<file path="src/rtl/ctrl_pkg.sv">
// ctrl_pkg: shared opcode codes, FSM state encoding and
// the opcode-class bundle used by multicycle_ctrl.
package ctrl_pkg;

  localparam logic [4:0] OPC_LOAD     = 5'b00000;
  localparam logic [4:0] OPC_MISC_MEM = 5'b00011;
  localparam logic [4:0] OPC_OP_IMM   = 5'b00100;
  localparam logic [4:0] OPC_AUIPC    = 5'b00101;
  localparam logic [4:0] OPC_STORE    = 5'b01000;
  localparam logic [4:0] OPC_OP       = 5'b01100;
  localparam logic [4:0] OPC_LUI      = 5'b01101;
  localparam logic [4:0] OPC_BRANCH   = 5'b11000;
  localparam logic [4:0] OPC_JALR     = 5'b11001;
  localparam logic [4:0] OPC_JAL      = 5'b11011;
  localparam logic [4:0] OPC_SYSTEM   = 5'b11100;

  localparam int unsigned PC_STEP = 4;

  typedef enum logic [2:0] {
    ST_FETCH  = 3'd0,
    ST_DECODE = 3'd1,
    ST_EXEC   = 3'd2,
    ST_MEM    = 3'd3,
    ST_WB     = 3'd4,
    ST_TRAP   = 3'd5
  } state_e;

  typedef struct packed {
    logic legal;
    logic is_load;
    logic is_store;
    logic is_branch;
    logic is_jump;
    logic writes_rd;
  } op_class_t;

endpackage

</file>
<file path="src/rtl/opcode_class.sv">
// opcode_class: combinational RV32I opcode classifier.
// Ports: opcode_i[4:0], base_i[1:0] in; cls_o (op_class_t) out.
module opcode_class
  import ctrl_pkg::*;
(
  input  logic [4:0] opcode_i,
  input  logic [1:0] base_i,
  output op_class_t  cls_o
);

  always_comb begin
    cls_o = '0;
    unique case (opcode_i)
      OPC_LOAD: begin
        cls_o.legal     = 1'b1;
        cls_o.is_load   = 1'b1;
        cls_o.writes_rd = 1'b1;
      end
      OPC_STORE: begin
        cls_o.legal    = 1'b1;
        cls_o.is_store = 1'b1;
      end
      OPC_BRANCH: begin
        cls_o.legal     = 1'b1;
        cls_o.is_branch = 1'b1;
      end
      OPC_JAL, OPC_JALR: begin
        cls_o.legal     = 1'b1;
        cls_o.is_jump   = 1'b1;
        cls_o.writes_rd = 1'b1;
      end
      OPC_OP_IMM, OPC_AUIPC,
      OPC_OP, OPC_LUI: begin
        cls_o.legal     = 1'b1;
        cls_o.writes_rd = 1'b1;
      end
      OPC_MISC_MEM: begin
        cls_o.legal = 1'b1;
      end
      default: cls_o = '0;
    endcase
    // compressed / non-32-bit encodings are never legal
    if (base_i != 2'b11) cls_o = '0;
  end

endmodule

</file>
<file path="src/rtl/multicycle_ctrl.sv">
// multicycle_ctrl: FETCH/DECODE/EXEC/MEM/WB sequencer owning the PC.
// In: clk, rst, opcode, base, branch_taken, target_pc, mem_ack.
// Out: pc, mem_req/we/sel, ir_we, rf_we, illegal, timeout, state.
// Optional memory watchdog: define MULTICYCLE_CTRL_TIMEOUT_EN.
module multicycle_ctrl
  import ctrl_pkg::*;
#(
  parameter int unsigned ADDR_SIZE      = 32,
  parameter int unsigned WORD_SIZE      = 32,
  parameter logic [ADDR_SIZE-1:0] RESET_PC = '0,
  parameter int unsigned TIMEOUT_CYCLES = 255
) (
  input  logic                 clk,
  input  logic                 rst,
  input  logic [4:0]           opcode,
  input  logic [1:0]           base,
  input  logic                 branch_taken,
  input  logic [ADDR_SIZE-1:0] target_pc,
  input  logic                 mem_ack,
  output logic [ADDR_SIZE-1:0] pc,
  output logic                 mem_req,
  output logic                 mem_we,
  output logic                 mem_sel,
  output logic                 ir_we,
  output logic                 rf_we,
  output logic                 illegal,
  output logic                 timeout,
  output logic [2:0]           state
);

  state_e               state_q;
  logic [ADDR_SIZE-1:0] pc_q;
  logic [ADDR_SIZE-1:0] pc_d;
  op_class_t            cls;
  op_class_t            cls_q;
  logic                 illegal_q;
  logic                 timeout_q;
  logic                 wd_expire;
  logic                 unused_cfg;

  assign unused_cfg = ^{32'(WORD_SIZE),
                        32'(TIMEOUT_CYCLES)};

  opcode_class u_cls (
    .opcode_i (opcode),
    .base_i   (base),
    .cls_o    (cls)
  );

  // PC value taken on any instruction-exit edge
  always_comb begin
    pc_d = pc_q + ADDR_SIZE'(PC_STEP);
    if (cls_q.is_jump)
      pc_d = target_pc;
    else if (cls_q.is_branch && branch_taken)
      pc_d = target_pc;
  end

`ifdef MULTICYCLE_CTRL_TIMEOUT_EN
  logic [7:0] wcnt_q;
  logic [7:0] wcnt_d;
  logic       waiting;

  assign waiting = (state_q == ST_FETCH) ||
                   (state_q == ST_MEM);

  // any non-waiting cycle or an ack rearms the count,
  // so it always starts at zero on FETCH/MEM entry
  always_comb begin
    wcnt_d = '0;
    if (waiting && !mem_ack) wcnt_d = wcnt_q + 8'd1;
  end

  always_ff @(posedge clk) begin
    if (rst) wcnt_q <= '0;
    else     wcnt_q <= wcnt_d;
  end

  assign wd_expire = waiting && !mem_ack &&
    (wcnt_q == 8'(TIMEOUT_CYCLES - 1));
`else
  assign wd_expire = 1'b0;
`endif

  always_ff @(posedge clk) begin
    if (rst) begin
      state_q   <= ST_FETCH;
      pc_q      <= RESET_PC;
      cls_q     <= '0;
      illegal_q <= 1'b0;
      timeout_q <= 1'b0;
    end else begin
      unique case (state_q)
        ST_FETCH: begin
          if (mem_ack) begin
            state_q <= ST_DECODE;
          end else if (wd_expire) begin
            state_q   <= ST_TRAP;
            timeout_q <= 1'b1;
          end
        end
        ST_DECODE: begin
          if (cls.legal) begin
            cls_q   <= cls;
            state_q <= ST_EXEC;
          end else begin
            state_q   <= ST_TRAP;
            illegal_q <= 1'b1;
          end
        end
        ST_EXEC: begin
          if (cls_q.is_load || cls_q.is_store) begin
            state_q <= ST_MEM;
          end else if (cls_q.writes_rd) begin
            state_q <= ST_WB;
          end else begin
            state_q <= ST_FETCH;
            pc_q    <= pc_d;
          end
        end
        ST_MEM: begin
          if (mem_ack) begin
            if (cls_q.is_load) begin
              state_q <= ST_WB;
            end else begin
              state_q <= ST_FETCH;
              pc_q    <= pc_d;
            end
          end else if (wd_expire) begin
            state_q   <= ST_TRAP;
            timeout_q <= 1'b1;
          end
        end
        ST_WB: begin
          state_q <= ST_FETCH;
          pc_q    <= pc_d;
        end
        ST_TRAP: state_q <= ST_TRAP;
        default: state_q <= ST_TRAP;
      endcase
    end
  end

  // enables are gated by rst so nothing fires in a reset cycle
  assign mem_req = !rst && ((state_q == ST_FETCH) ||
                            (state_q == ST_MEM));
  assign mem_sel = !rst && (state_q == ST_MEM);
  assign mem_we  = !rst && (state_q == ST_MEM) &&
                   cls_q.is_store;
  assign ir_we   = !rst && (state_q == ST_FETCH) && mem_ack;
  assign rf_we   = !rst && (state_q == ST_WB);

  assign pc      = pc_q;
  assign illegal = illegal_q;
  assign timeout = timeout_q;
  assign state   = state_q;

endmodule

</file>
<file path="config.mk">
export PLATFORM = sky130hd
export DESIGN_NAME = multicycle_ctrl
export DESIGN_NICKNAME = d
export VERILOG_FILES = /design/src/rtl/ctrl_pkg.sv /design/src/rtl/opcode_class.sv /design/src/rtl/multicycle_ctrl.sv
export SDC_FILE = /design/constraint.sdc
export NUM_CORES = 1
export LEC_CHECK = 0
export BUFFER_PORTS_ARGS = -buffer_cell sky130_fd_sc_hd__buf_2
export CORE_AREA = 2 2 117 73
export CTS_CLUSTER_DIAMETER = 100
export DETAILED_ROUTE_END_ITERATION = 12
export DIE_AREA = 0 0 119 75
export GPL_TIMING_DRIVEN = 0
export PLACE_DENSITY = 0.56
export SLEW_MARGIN = 20
export SYNTH_ARGS = -nofsm -noshare
export SYNTH_HDL_FRONTEND = slang
export SYNTH_SLANG_ARGS = --single-unit
</file>
<file path="constraint.sdc">
create_clock -name clk -period 2.05 [get_ports clk]
set_input_delay 0.41 -clock clk [delete_from_list [all_inputs] [get_ports clk]]
set_output_delay 0.41 -clock clk [all_outputs]
set_load 0.005 [all_outputs]
</file>
* After elaboration in Yosys (flattened, before gate mapping) *
Index checks and enable logic that the tools add are counted.

operators by class
  add/subtract/negate cells = 1
  muxes and demuxes = 21
  reductions and logical operators = 20
  bitwise gates (word level) = 1
  eq/ne operators = 19

operators by type and width
  kind                   count
  $mux 32                6
  $pmux 32 s3            1
  $add 32x3->32 const B  1
  $mux 3                 6
  $eq 5x4->1 const B     3
  $eq 5x5->1 const B     3
  $pmux 3 s5             1
  $ne 2x2->1 const B     6
  $eq 5x3->1 const B     2
  $reduce_or 10->1       1
  $logic_and 1x1->1      7
  $reduce_or 7->1        1
  $eq 3x2->1 const B     2
  $mux 1                 6
  $mux 6                 1
  $reduce_and 2->1       3
  $eq 5x2->1 const B     1
  $logic_not 5->1        1
  $reduce_and 5->1       1
  $eq 3x1->1 const B     1
  $eq 3x3->1 const B     1
  $logic_not 3->1        1
  $reduce_bool 3->1      1
  $logic_or 1x1->1       2
  3 further kinds        3

word-level totals
  output and inout port bits = 42
  register bits = 41
  word-level logic and storage cells = 70
  input port bits = 43

* Depth between registers and ports, before layout *
Gate-level depths: netlist (run 1).

  depth after elaboration = 6
  depth in mapped cells = 8
  mapped depth without buffers = 6

* Cells and area by module *
A second synthesis (run 1) with hierarchy kept.

second synthesis, totals
  cells, all modules = 350
  area, all modules = 2645.0 um2

by module, submodules not included
  module           seq. area each (um2)  times used  area each (um2)  cells an instance
  multicycle_ctrl  820.8                 1           2524.9           332
  opcode_class     0.0                   1           120.1            18

* Least setup slack after synthesis (run 1) *
Ideal clock, no wire load.

  path kind = register to register
  from = reg state_q[2], in the netlist state[2]
  to = reg pc_q[21], in the netlist pc[21]
  stages on the path, launching flop included = 7
  buffers on the path = 1
  period minus slack after synthesis = 1.725 ns
  arrival = 1.629 ns
  setup slack = 0.325 ns
  library setup time = 0.095 ns
  data required time = 1.955 ns
  cells stage by stage = dfxtp_1 > buf_4 > nand2b_2 > o31ai_4 > nor2_2 > or4_1 > o311ai_1

on the way
  word-level cells in the longest chain between the ends = 3
  elaborated cells between the ends (all ways) = 10
  classes of those cells = eq/ne (7); mux (1); reduce/logical (2)

RTL lines
  what                                                              line                    source
  start, declared                                                   multicycle_ctrl.sv:31   state_e state_q;
  start signal, assigned                                            multicycle_ctrl.sv:87   state_q <= ST_FETCH;
  start signal, assigned                                            multicycle_ctrl.sv:96   state_q <= ST_DECODE;
  start signal, assigned                                            multicycle_ctrl.sv:98   state_q <= ST_TRAP;
  $eq 3x2->1 or $eq 3x3->1 (tied branches)                          multicycle_ctrl.sv:93   unique case (state_q)
  $ne 2x2->1 (no source line) or $reduce_bool 3->1 (tied branches)  n/a
  $reduce_and 5->1 (no source line)                                 n/a
  end signal, assigned                                              multicycle_ctrl.sv:118  pc_q <= pc_d;
  end signal, assigned                                              multicycle_ctrl.sv:127  pc_q <= pc_d;
  end signal, assigned                                              multicycle_ctrl.sv:136  pc_q <= pc_d;
  end, declared                                                     multicycle_ctrl.sv:32   logic [ADDR_SIZE-1:0] pc_q;

Parallel ways exist; a longest one is shown, timed or not.
A chain may end at the register's enable or synchronous reset.

* Worst setup path in the final report (run 1) *
  from = reg pc_q[22], in the netlist pc[22]
  to = reg pc_q[27], in the netlist pc[27]

on the way
  word-level cells in the longest chain between the ends = 6
  elaborated cells between the ends (all ways) = 8
  classes of those cells = add/sub (1); mux (7)

RTL lines
  what                        line                                            source
  $add 32x3->32 *             multicycle_ctrl.sv:52                           pc_d = pc_q + ADDR_SIZE'(PC_STEP);
  $mux 32 *                   multicycle_ctrl.sv:55                           else if (cls_q.is_branch && branch_taken)
  $mux 32 *                   multicycle_ctrl.sv:53                           if (cls_q.is_jump)
  $mux 32 (on tied branches)  multicycle_ctrl.sv:123, multicycle_ctrl.sv:114
  $mux 32 (on tied branches)  multicycle_ctrl.sv:122, multicycle_ctrl.sv:112
  $pmux 32 s3 *               multicycle_ctrl.sv:93

Every way passes the cells marked *; elsewhere a longest branch is shown, timed or not. The select of a mux whose other input is x is not followed.

==> results of run 1 <==
registers in the layout, indices dropped and copies added (netlist names):
signal	flops
cls_q	5
illegal	1
pc	32
state	3
cell type report:
type,instances,share of cell area
buffer,27,0.0406
tap,108,0.0384
inverter,12,0.0128
clock buffer,7,0.0434
clock inverter,1,0.00142
timing repair buffer,88,0.129
multi-input combinational,273,0.499
sequential,41,0.234
layer usage:
layer / vias to the layer above / part of all wire / GRT usage
li1: 1520 / - / -
met5: - / 0 / 0
met4: 0 / 0.0051 / 0.0370
met3: 9 / 0.11 / 0.0561
met2: 201 / 0.40 / 0.341
met1: 1507 / 0.48 / 0.337
cell families after synthesis:
kind of cell    count (synthesis)
compound gates                115
mux                             5
buf+inv                        39
fa+ha+maj                       1
xor+xnor                        1
simple gates                  150
flops                          41
other cells                     1
Yosys cell counts (6+ instances only):
cell type	n
nor3_1	11
nand3_1	15
inv_1	12
nor3b_1	6
nor2_1	30
o22ai_1	6
dfxtp_1	41
clkbuf_1	14
a21oi_1	33
o21ai_0	15
o32ai_1	6
nand4_1	11
and3_1	7
a211oi_1	7
nand2_1	35
path summary, 6_finish.rpt:
check	cells past startpoint	endpoint
worst min register to register	2	illegal
worst min-delay path	3	pc[0]
worst max register to register	5	pc[27]
worst max-delay path	5	pc[27]
worst register-to-register path, stage by stage (launching register included):
cell      delay, ps
dfxtp_1         430
nand3_1         240
nor3_1          590
nand4_1         210
a32oi_1         270
o311ai_1        130
power by group:
group,internal (mW),total [mW],switching (mW)
logic,0.147,0.355,0.208
registers,0.823,0.857,0.0338
clock network,0.516,0.853,0.336
total,1.49,2.07,0.578
timing repair:
| action | 4_1_cts | 5_1_grt |
|---|---|---|
| resized for setup | 8 | 21 |
| buffers inserted | 0 | 6 |
| pin swaps | 0 | 3 |
| endpoints found under the setup margin | 19 | 31 |
through the flow:
stage	instances	utilization	total power, mW	setup TNS, ps
after global placement	543	0.416	1.21	-3380
after global routing	557	0.452	2.13	-1.01
after detailed placement	543	0.416	1.21	-4030
final	557	0.452	2.07	0
after CTS	551	0.439	2.06	0
after floorplan	353	-	1.06	0
==> impl_metrics.toml, run 1 <==
[outcome]
status = "finished clean"

[floorplanning]
io_pins = 85
die_h_um = 75
die_w_um = 119
core_mm2 = 0.00779
start_util = 0.346
die_area_mm2 = 0.00893
rows = 25

[hold_path]
holdCritStartpoint = "target_pc[0]"
hold_class = "in -> reg"

[placed_design]
dp_hpwl_um = 7490
pre_cts_ws_ps = -281
placed_area_mm2 = 0.00324
globalplace.congestion = 0.883
port_buffers = 82

[setup_path]
r2r_setup_slack_ps = 50
r2r-start = "pc[22]"
cp.arrival_ps = 2150
crit_required_ps = 2200
cp-end-kind = "register"
path_buf_inv = 0
critPathKind = "reg -> reg"
slowest_stage = "nor3_1"
worstPathCellList = "nand3_1, nor3_1, nand4_1, a32oi_1, o311ai_1"
crit_fanout = 5
critPathLaunchType = "register"
crit_family = "simple AND/OR/NAND/NOR gates"
max_stage_delay_ps = 590
startpoint = "pc[22]"

[clocking]
cts_buffer_depth = 2
cts_hold_buf = 0
clk_pin_slew_ps = 60
cts_tree = "built"
cts.sinks = 41
cts-htree-levels = 2
clk_latency_ps = 280
cts_made_buffers = 5
cts-root-buf = "clkbuf_16"

[synth]
synth_xor_area_frac = 0.00325
yosys.area_share.adder = 0.00465
ys.flop_type = "dfxtp_1"
synth_cell_type_count = 68
muxShareOfSynthArea = 0.0186
ys_ff_latch = 41
synth-simple-area-share = 0.299
synth_seq_area_share = 0.305
ys_top_cells_by_area = "dfxtp_1, a21oi_1, nand2_1, nor2_1, nand3_1"
syn_area_mm2 = 0.00269
synth_top_area_frac = 0.305
yosys.area.top_type = "dfxtp_1"
async_flop_share = 0
synth_top_family_by_area = "compound AO/OA/AOI/OAI gates"
synth_edf_count = 0
synth_compound_area_frac = 0.303
syn_nets = 397
syn_area_per_cell_um2 = 7.63
synthCells = 353
ys_warn_count = 0

[layout]
multi_input_area_mm2 = 0.00176
fillCellCount = 807
fin_nets = 492
drive_gt1_frac = 0.312
layout_common_cells = "buf_2, dfxtp_1, nand2_1"
insertedDiodeCount = 0
design_area_mm2 = 0.00352
regArea_um2 = 825
area_growth_pct = 30.6
final_common_cell = "buf_2"

[timing]
max-slew-margin-rel = 0.542
max_freq_ghz = 0.500
clock_skew_ps = 6.37
holdWs_ps = 372
period_needed_ps = 2000
tightest_slew_ps = 682
slew_violations = 0
setup_ws_ps = 49.6
hold_violations = 0
period_share = 0.976
setup-violations-final = 0

[grt]
grtUsageTotal = 0.228
antenna_found_initial = 0
grt_pass1_wl_um = 15700
grt_pass1_vias = 2922
grt_overflow = 0
grt_max_degree = 13

[power_and_ir_drop]
ir_drop_uv = 290
p_per_area_mw_per_mm2 = 587
p_leak_nw = 1.44

[route]
route.final.wire_length_um = 10300
route.detailed.drc = 0
drt_first_pass_iters = 5
drt_first_iter_violations = 368
via_count = 3237
post_drt_wl_per_cell_um = 18.5
viasPerCell = 5.81
drtAntennaViolNets = 0

[run]
max_cap_violations = 0
No activity file was read; power rests on OpenSTA's default activity.
==> run 2: changes to the inputs <==
BUFFER_PORTS_ARGS = -buffer_cell sky130_fd_sc_hd__buf_4   (was -buffer_cell sky130_fd_sc_hd__buf_2)
clock period = 2 ns   (was 2.05 ns; I/O delays follow)
==> run 2 against run 1 <==
Global-route usage up 0.89 points. Via count up 0.90%. Sequential power up 2.8%. Combinational power up 17%. Clock power down 8.3%. Maximum frequency up 3.2%. Wire length up 2.5%. Hold slack better by 3.7 ps. Power up 0.76%. Register-to-register slack about the same. Setup slack better by 12 ps. Critical endpoint is now pc[18]. Largest cell class unchanged.
==> impl_metrics.toml, run 2 (synthesized netlist as in run 1, its figures left out) <==
[setup_path]
critPathLaunchType = "register"
crit_fanout = 10
r2r_setup_slack_ps = 60
r2r-end = "pc[18]"
r2r-start = "cls_q[2]"
critPathKind = "reg -> reg"
r2r_cells = 4
cp.arrival_ps = 2120
cp-end-kind = "register"
crit_required_ps = 2190

[grt]
grt_pass1_wl_um = 16300
grtUsageTotal = 0.237
grt_overflow = 0
antenna_found_initial = 0
grt_max_degree = 12
grt_pass1_vias = 2964

[layout]
insertedDiodeCount = 0
area_growth_pct = 38.5
fin_nets = 494
layout_common_cells = "buf_4, dfxtp_1, nand2_1"
largest_reg_flops = 32
final_common_cell = "buf_4"
drive_gt1_frac = 0.314
design_area_mm2 = 0.00373

[timing]
clock_skew_ps = 5.81
period_share = 0.969
setup-violations-final = 0
period_needed_ps = 1940
hold_violations = 0
slew_violations = 0
max-slew-margin-rel = 0.537
setup_ws_ps = 61.4
tightest_slew_ps = 694
max_freq_ghz = 0.516
rsz0062_at_grt = "true"

[floorplanning]
rows = 25
die_w_um = 119
io_pins = 85
die_area_mm2 = 0.00893
core_mm2 = 0.00779
start_util = 0.346
die_h_um = 75

[clocking]
clk_latency_ps = 290
cts_made_buffers = 5
cts_buffer_depth = 2
cts-htree-levels = 2
cts_hold_buf = 0
cts-root-buf = "clkbuf_16"
cts_tree = "built"
clk_pin_slew_ps = 60
cts.sinks = 41

[route]
drtAntennaViolNets = 0
post_drt_wl_per_cell_um = 19.0
viasPerCell = 5.86
drt_first_iter_violations = 344
via_count = 3266
route.detailed.drc = 0
route.final.wire_length_um = 10600
drt_first_pass_iters = 7

[power_and_ir_drop]
p_total_mw = 2.08
p_leak_nw = 1.47
ir_drop_uv = 273
p_per_area_mw_per_mm2 = 558

[hold_path]
holdCritStartpoint = "target_pc[0]"
whs_path_depth = 3
holdPathEnd = "pc[0]"
hold_class = "in -> reg"

[run]
max_cap_violations = 0

[placed_design]
dp_hpwl_um = 7750
globalplace.congestion = 0.896
placed_area_mm2 = 0.00344
port_buffers = 82
pre_cts_ws_ps = -365

[outcome]
status = "finished clean"
-- run 2: cell types whose count changed in the layout (fill, tap and decap cells not counted), sizes merged --
cell | before | now
buf | 101 | 104
clkbuf | 21 | 18
-- run 2: how the worst max path moves through the flow --
stage,startpoint,end,slack (ps),cells after the start
after global routing,cls_q[2],pc[30],-20,4
after floorplan,state[2],pc[21],280,6
after detailed placement,rst,mem_req,-360,5
final,cls_q[2],pc[18],60,4
after CTS,pc[5],pc[27],10,6
after global placement,rst,mem_req,-350,5
-- run 2: where the power goes --
| part | internal, mW | total, mW | leakage, nW | switching, mW |
|---|---|---|---|---|
| Combinational | 0.197 | 0.417 | 1.07 | 0.220 |
| Sequential | 0.844 | 0.881 | 0.333 | 0.0368 |
| Clock | 0.447 | 0.782 | 0.0655 | 0.336 |
-- run 2: metal layers --
metal | share of wire | up-vias | GRT usage
li1 | - | 1521 | -
met1 | 0.51 | 1546 | 0.372
met2 | 0.39 | 188 | 0.327
met3 | 0.092 | 11 | 0.0508
met4 | 0.0052 | 0 | 0.0437
met5 | 0 | - | 0
-- run 2: worst max-delay path, stage by stage (launching register included) --
cell and delay, ps:
dfxtp_1 340, a21oi_1 470, clkbuf_1 600, a21oi_1 150
o32ai_1 280
-- run 2: what timing repair did --
item,in CTS,in global routing
gates cloned,0,0
setup buffers,0,9
endpoints found under the hold margin,0,0
endpoints found under the setup margin,29,35
resized for setup,13,16
pin swaps,0,5
-- run 2: area by class of cell --
type | instances | area, um^2
inverter | 12 | 45.0
fill | 767 | 4060
multi-input combinational | 273 | 1770
buffer | 26 | 141
tap | 108 | 135
clock buffer | 5 | 125
clock inverter | 1 | 5.00
sequential | 41 | 825
timing repair buffer | 91 | 683
-- run 2: through the flow --
step                TNS (ps)  utilization  hold slack, ps  instances
global placement       -4730        0.442             439        543
finish                     0        0.479             376        557
floorplan                  0            -             442        353
global route           -21.0        0.479             380        557
detailed placement     -4610        0.442             446        543
CTS                        0        0.464             380        549
==> run 3: changes to the inputs <==
GPL_TIMING_DRIVEN = default   (was 0)
REMOVE_ABC_BUFFERS = 1   (was default)
==> run 3 against run 2 <==
Combinational power fell by 6.7%. Sequential power barely moved. Setup slack improved by 87 ps. Sequential cell count stayed put. Clock power rose by 27%. First-iteration DRC count is 30% lower. Global-route usage decreased by 3.2 points. Count of clock-buffer cells in the layout is 2 higher. Non-clock buffer count is 4 lower. Design area grew 1.0%. Final cell count shrank 0.36%. Sequential share of layout area decreased by 0.25 points. Largest cell class unchanged. Highest routed layer unchanged.
==> impl_metrics.toml, run 3 (synthesized netlist as in run 1, its figures left out) <==
[outcome]
status = "finished clean"

[power_and_ir_drop]
p_total_mw = 2.27
p_per_area_mw_per_mm2 = 601
ir_drop_uv = 250
p_leak_nw = 1.47

[clocking]
clk_latency_ps = 290
clk_pin_slew_ps = 60
cts_made_buffers = 5
post_cts_buffers = 0
cts-htree-levels = 2
cts.sinks = 41
cts_hold_buf = 0
cts_buffer_depth = 2
cts_tree = "built"
cts-root-buf = "clkbuf_16"

[layout]
area_growth_pct = 39.9
design_area_mm2 = 0.00377
fin_nets = 490
final_common_cell = "buf_4"
finalNonFillerCells = 555
insertedDiodeCount = 0
drive_gt1_frac = 0.315
utilization = 0.484
layout_common_cells = "buf_4, dfxtp_1, nand2_1"
largest_reg_flops = 32

[route]
post_drt_wl_per_cell_um = 16.0
drtAntennaViolNets = 0
route.final.wire_length_um = 8880
drt_first_pass_iters = 7
via_count = 3062
viasPerCell = 5.52
drt_first_iter_violations = 241
route.detailed.drc = 0

[grt]
grt_max_degree = 32
grt_overflow = 0
antenna_found_initial = 0
grt_pass1_vias = 2791
grtUsageTotal = 0.204
grt_pass1_wl_um = 14300

[floorplanning]
start_util = 0.346
rows = 25
io_pins = 85
die_area_mm2 = 0.00893
die_h_um = 75
die_w_um = 119
core_mm2 = 0.00779

[hold_path]
hold_class = "in -> reg"

[placed_design]
dp.cells = 547
dp_hpwl_um = 6540
port_buffers = 83
placed_area_mm2 = 0.00359
globalplace.congestion = 0.802

[setup_path]
cp.arrival_ps = 1450
crit_required_ps = 1600
slowest_stage = "dfxtp_1"
crit_fanout = 5
max_stage_delay_ps = 340
worstPathCellList = "nand2b_2, nor3b_1, and2_1, buf_4"
critPathKind = "reg -> out"
r2r_setup_slack_ps = 150
cp-end-kind = "primary output"
critPathLaunchType = "register"

[run]
max_cap_violations = 0

[timing]
max_freq_ghz = 0.540
slew_violations = 0
rsz0062_at_grt = "false"
clock_skew_ps = 5.54
hold_violations = 0
period_share = 0.926
period_needed_ps = 1850
setup-violations-final = 0
==> run 3: per-layer routing <==
| metal | vias up | GRT usage | routed length, um |
|---|---|---|---|
| met3 | 5 | 0.0545 | 636 |
| met5 | - | 0 | 0 |
| met4 | 0 | 0.0489 | 59 |
| li1 | 1520 | - | - |
| met2 | 99 | 0.294 | 3550 |
| met1 | 1438 | 0.303 | 4640 |
==> run 3: worst paths after layout <==
kind,startpoint,to,depth (start not counted)
worst max-delay path,state[2],mem_we,4
worst min-delay path,target_pc[1],pc[1],3
worst max register to register,cls_q[0],pc[2],6
worst min register to register,illegal,illegal,2
==> run 3: timing repair <==
item,CTS,global route
endpoints found under the setup margin,0,3
resized for setup,0,3
hold endpoints to repair,0,0
==> run 3: power breakdown <==
group | leakage (nW) | switching (mW) | internal [mW]
Clock | 0.0841 | 0.369 | 0.625
Sequential | 0.332 | 0.0380 | 0.845
Combinational | 1.06 | 0.189 | 0.199
==> run 3: layout make-up <==
class	count	area (um^2)
multi-input combinational	273	1710
fill	779	4020
inverter	12	45.0
timing repair buffer	113	886
clock inverter	1	30.0
sequential	41	823
tap	108	135
clock buffer	7	143
==> run 3: worst max-delay path, delay by kind of cell, from the launching register on <==
family / cells / cell delay [ps]
flip-flops: 1 / 340
buffers and inverters: 1 / 110
AND/OR/NAND/NOR: 3 / 710
==> run 3: per-stage QoR <==
stage                     setup WS, ps  hold slack, ps  setup TNS, ps
final                              149             371              0
after global placement             256             432              0
after detailed placement           169             442              0
after global routing              22.2             377              0
after CTS                         23.0             372              0
after floorplan                   -627             436          -9940
